**src/rtl/shift_add_mult4_pkg.sv**
```systemverilog
// ============================================================================
// Module      : shift_add_mult4_pkg
// Description : Shared constants and FSM state encoding for the 4x4 multiplier.
// Revision    : 1.0 - initial release
// ============================================================================
`default_nettype none

package shift_add_mult4_pkg;

    localparam int OPW  = 4;
    localparam int ITER = 4;
    localparam int PW   = 2 * OPW;
    localparam int CNTW = $clog2(ITER);

    typedef enum logic [1:0] {
        IDLE = 2'd0,
        RUN  = 2'd1,
        DONE = 2'd2
    } state_t;

endpackage

`default_nettype wire

```
**src/rtl/add4_ripple.sv**
```systemverilog
// ============================================================================
// Module      : add4_ripple
// Description : Purely combinational 4-bit ripple-carry adder of full-adder cells.
// Revision    : 1.0 - initial release
// ============================================================================
`default_nettype none

module add4_ripple (
    input  logic [3:0] x,
    input  logic [3:0] y,
    input  logic       cin,
    output logic [3:0] sum,
    output logic       cout
);

    logic [4:0] w_carry;

    assign w_carry[0] = cin;

    for (genvar i = 0; i < 4; i++) begin : g_fa
        assign sum[i]       = x[i] ^ y[i] ^ w_carry[i];
        assign w_carry[i+1] = (x[i] & y[i]) | (w_carry[i] & (x[i] ^ y[i]));
    end

    assign cout = w_carry[4];

endmodule

`default_nettype wire

```
**src/rtl/shift_add_mult4.sv**
```systemverilog
// ============================================================================
// Module      : shift_add_mult4
// Description : Sequential 4x4 unsigned shift-and-add multiplier (accept, 4 RUN, DONE).
// Revision    : 1.0 - initial release
// ============================================================================
`default_nettype none

module shift_add_mult4
    import shift_add_mult4_pkg::*;
(
    input  logic          clock,
    input  logic          reset,
    input  logic          start,
    input  logic [OPW-1:0] a,
    input  logic [OPW-1:0] b,
    output logic          busy,
    output logic          done,
    output logic [PW-1:0] product
);

    localparam logic [CNTW-1:0] c_last_iter = CNTW'(ITER - 1);

    state_t          r_state;
    logic [OPW-1:0]  r_m;
    logic [OPW-1:0]  r_q;
    logic [OPW:0]    r_acc;
    logic [CNTW-1:0] r_cnt;
    logic [PW-1:0]   r_product;
    logic            r_busy;
    logic            r_done;

    logic [OPW-1:0]  w_add_sum;
    logic            w_add_cout;
    logic [OPW:0]    w_sum;
    logic [OPW-1:0]  w_a_next;
    logic [OPW-1:0]  w_q_next;

    add4_ripple u_add (
        .x    (r_acc[OPW-1:0]),
        .y    (r_m),
        .cin  (1'b0),
        .sum  (w_add_sum),
        .cout (w_add_cout)
    );

    // C is always zero after a shift, so r_acc doubles as the zero-extended A.
    assign w_sum    = r_q[0] ? {w_add_cout, w_add_sum} : r_acc;
    assign w_a_next = w_sum[OPW:1];
    assign w_q_next = {w_sum[0], r_q[OPW-1:1]};

    always_ff @(posedge clock) begin
        if (reset) begin
            r_state   <= IDLE;
            r_m       <= '0;
            r_q       <= '0;
            r_acc     <= '0;
            r_cnt     <= '0;
            r_product <= '0;
            r_busy    <= 1'b0;
            r_done    <= 1'b0;
        end else begin
            case (r_state)
                IDLE: begin
                    if (start) begin
                        r_m     <= a;
                        r_q     <= b;
                        r_acc   <= '0;
                        r_cnt   <= '0;
                        r_busy  <= 1'b1;
                        r_state <= RUN;
                    end
                end
                RUN: begin
                    r_acc <= {1'b0, w_a_next};
                    r_q   <= w_q_next;
                    r_cnt <= r_cnt + CNTW'(1);
                    if (r_cnt == c_last_iter) begin
                        r_product <= {w_a_next, w_q_next};
                        r_done    <= 1'b1;
                        r_state   <= DONE;
                    end
                end
                DONE: begin
                    r_done  <= 1'b0;
                    r_busy  <= 1'b0;
                    r_state <= IDLE;
                end
                default: begin
                    r_done  <= 1'b0;
                    r_busy  <= 1'b0;
                    r_state <= IDLE;
                end
            endcase
        end
    end

    assign busy    = r_busy;
    assign done    = r_done;
    assign product = r_product;

endmodule

`default_nettype wire

```
**config.mk**
```make
export PLATFORM = sky130hd
export DESIGN_NAME = shift_add_mult4
export DESIGN_NICKNAME = d
export VERILOG_FILES = /design/src/rtl/shift_add_mult4_pkg.sv /design/src/rtl/add4_ripple.sv /design/src/rtl/shift_add_mult4.sv
export SDC_FILE = /design/constraint.sdc
export NUM_CORES = 1
export LEC_CHECK = 0
export CORE_AREA = 4 4 56 58
export CTS_BUF_LIST = sky130_fd_sc_hd__clkbuf_4 sky130_fd_sc_hd__clkbuf_8
export CTS_CLUSTER_SIZE = 30
export DETAILED_ROUTE_END_ITERATION = 10
export DIE_AREA = 0 0 60 62
export PLACE_DENSITY = 0.65
export SYNTH_ARGS = -nofsm -noshare
export SYNTH_HDL_FRONTEND = slang
export SYNTH_SLANG_ARGS = --single-unit
```
**constraint.sdc**
```tcl
create_clock -name clock -period 4 [get_ports clock]
set_clock_uncertainty 0.2 [all_clocks]
set_input_delay 0.4 -clock clock [delete_from_list [all_inputs] [get_ports clock]]
set_output_delay 0.4 -clock clock [all_outputs]
set_load 0.005 [all_outputs]
```
==> results.cfg <==
[critical_path]
r2r_cells = 9
endpoint_kind = flip-flop
crit_cells = 9
crit_path_frequent_cell = fa_1
crit_buf_inv = 2
crit_chain = ha_1, inv_1, fa_1, inv_1, fa_1, fa_1, mux2i_1, o2bb2ai_1, nor2b_1
cp_top_family = adder cells
cp_max_fo = 2
critPathKind = reg2reg
slowest_stage = fa_1
start_kind = flip-flop
critPathMaxStageDelay_ns = 0.43
worstPathRequired_ns = 3.98
critPathArrivalTime_ns = 2.32

[grt]
grt_usage_pct = 13.38
antenna_found_initial = 0
grt_pass1_vias = 847
overflow = 0
grt_pass1_wl_mm = 3.746
grt_max_degree = 27

[synth]
synth.distinct_cells = 30
synthDominantCellAreaShare_pct = 45.07
synth_cells = 125
yosysTopAreaCell = dfxtp_1
syn_nets = 141
synth_area_per_cell_um2 = 9.239
synth_edf_count = 0
yosysMostFrequentCell = dfxtp_1
synth_top_cells_by_area = dfxtp_1, a21oi_1, mux2i_1
ys_async_sr_fraction_pct = 0
yosysWarnings = 0
syn_area_um2 = 1155
synth_common_cells = dfxtp_1, nor2_1, a21oi_1, nand2_1
ys_ff_latch = 26
ys_seq_area_share_pct = 45.07
synthFlopType = dfxtp_1

[routing]
wirelength_mm = 2.127
vias = 870
drcViolationCount = 0
viasPerCell = 5.088
drt_iter0_markers = 20
wl_per_cell_um = 12.44
ant_nets = 0
drt_first_pass_iters = 4

[place]
dp_hpwl_mm = 1.573
port_buffers = 20
globalplace.congestion = 0.8017

[clocking]
path_clk_slew_ns = 0.13
hold_buffers = 0
cts-root-buf = clkbuf_4
clkLatencyLatePin_ns = 0.32
cts_setup_buffers = 0
h-tree-depth = 1
cts_sinks = 26
cts_resized = 0
cts_buffers = 3
clockBufferDepth = 2
cts_tree = done

[run]
cap_violations = 0

[finish]
n_antenna_cell = 0
nets = 158
final_core_util_pct = 51.27
drive_gt1_share_pct = 5.000
area_growth_pct = 18.20

[floorplanning]
die_h_um = 62
rows = 19
start_util_pct = 43.37
fp.dieW_um = 60
io_pins = 21
die_area_um2 = 3720
core_um2 = 2663

[worst_hold_path]
hp-class = reg2reg
whs_path_depth = 2

[sta]
min_period_ns = 2.344
tightest_slew_ns = 0.9065
finalHoldViolations = 0
setup_viol = 0
rsz0062_at_grt = false
timing.setup.tns_ns = 0
final_max_slew_viol_count = 0
slew_headroom_pct = 39.38
max_freq_ghz = 0.4266
finalCritPeriodShare_pct = 58.60

[power_and_ir_drop]
vdd_drop_max_v = 0.0001867
power.switching_mw = 0.1087
intPower_mw = 0.3314
p_per_area_nw_per_um2 = 322.4
seqPwrFrac_pct = 63.7
swShare_pct = 24.70
clkPwrFrac_pct = 24.6
p_comb_share_pct = 11.7
leakage_nw = 0.4978

[status]
status = complete, no violations
## kinds of logic after synthesis
logic type | share of synthesized area, %
AOI/OAI and AO/OA | 17.77
adders and majority gates | 7.367
buffers and inverters | 6.717
DFF | 45.07
muxes | 6.067
and+or+nand+nor | 17.01
## worst register-to-register path, cell delays in order (launching register included)
cell and delay (ns):
dfxtp_1 0.34, ha_1 0.19, inv_1 0.06, fa_1 0.15, inv_1 0.05, fa_1 0.37
fa_1 0.43, mux2i_1 0.19, o2bb2ai_1 0.10, nor2b_1 0.13
## state kept, by name (all words and copies together), names as in the netlist
register and cells:
r_q 4, r_cnt 2, product 8, r_state 2, busy 1, done 1, r_m 4, r_acc 4
## power groups by stage
stage          clock [mW]  sequential (mW)  combinational, mW
2_1_floorplan           0            0.280             0.0401
6_report            0.108            0.281             0.0515
3_5_place_dp            0            0.286             0.0518
3_3_place_gp            0            0.286             0.0510
4_1_cts             0.115            0.281             0.0520
5_1_grt             0.121            0.283             0.0585
## layout make-up
| type | count | area [um^2] |
|---|---|---|
| fillers | 255 | 1297 |
| multi-input cells | 84 | 556.8 |
| flip-flops and latches | 26 | 520.5 |
| repair buffers | 20 | 200.2 |
| well taps | 31 | 38.79 |
| inverters | 7 | 26.28 |
| clock buffers | 3 | 22.52 |
## layout by cell type (no fill, tap or decap)
master / instances
o211ai_1: 2
o21bai_1: 1
o2bb2ai_1: 1
ha_1: 2
dfxtp_1: 26
and3b_1: 1
o21ai_0: 1
fa_1: 3
nand2b_1: 2
mux2i_1: 7
o21ba_2: 2
clkbuf_4: 3
o22ai_1: 1
o221a_2: 1
nor2_1: 17
nand2_1: 13
nand3_1: 1
a32oi_1: 1
nor2b_1: 3
a21oi_1: 14
inv_1: 7
nor3b_4: 1
nand3b_1: 2
a22oi_1: 1
a211oi_1: 6
clkdlybuf4s50_1: 20
nor3_1: 1
## metrics by stage
step / hold slack, ns / instance area (um^2) / total power [mW] / cells / setup WS [ns]
finish: 0.2636 / 1365 / 0.4401 / 171 / 1.656
global route: 0.2817 / 1365 / 0.4625 / 171 / 1.491
detailed placement: 0.2500 / 1343 / 0.3380 / 168 / 1.663
CTS: 0.2684 / 1365 / 0.4471 / 171 / 1.653
global placement: 0.2421 / 1343 / 0.3367 / 168 / 1.740
floorplan: 0.2436 / 1155 / 0.3199 / 125 / 1.813
## routing by layer
metal	up-vias	track usage (%)	share of wire [%]
met5	-	0	0
met4	0	7.595	0.89
met3	2	2.686	4.1
met2	13	21.30	46
met1	399	16.94	49
li1	456	-	-
## worst paths after layout
check                                from                       to  slack (ns)
setup / recovery      r_m[0]$_SDFFE_PP0P_    r_acc[2]$_SDFFE_PP0P_        1.66
setup reg to reg      r_m[0]$_SDFFE_PP0P_    r_acc[2]$_SDFFE_PP0P_        1.66
hold reg to reg   product[1]$_SDFFE_PP0P_  product[1]$_SDFFE_PP0P_        0.26
hold / removal    product[1]$_SDFFE_PP0P_  product[1]$_SDFFE_PP0P_        0.26
Note: power is estimated with default switching activity, not from simulation.
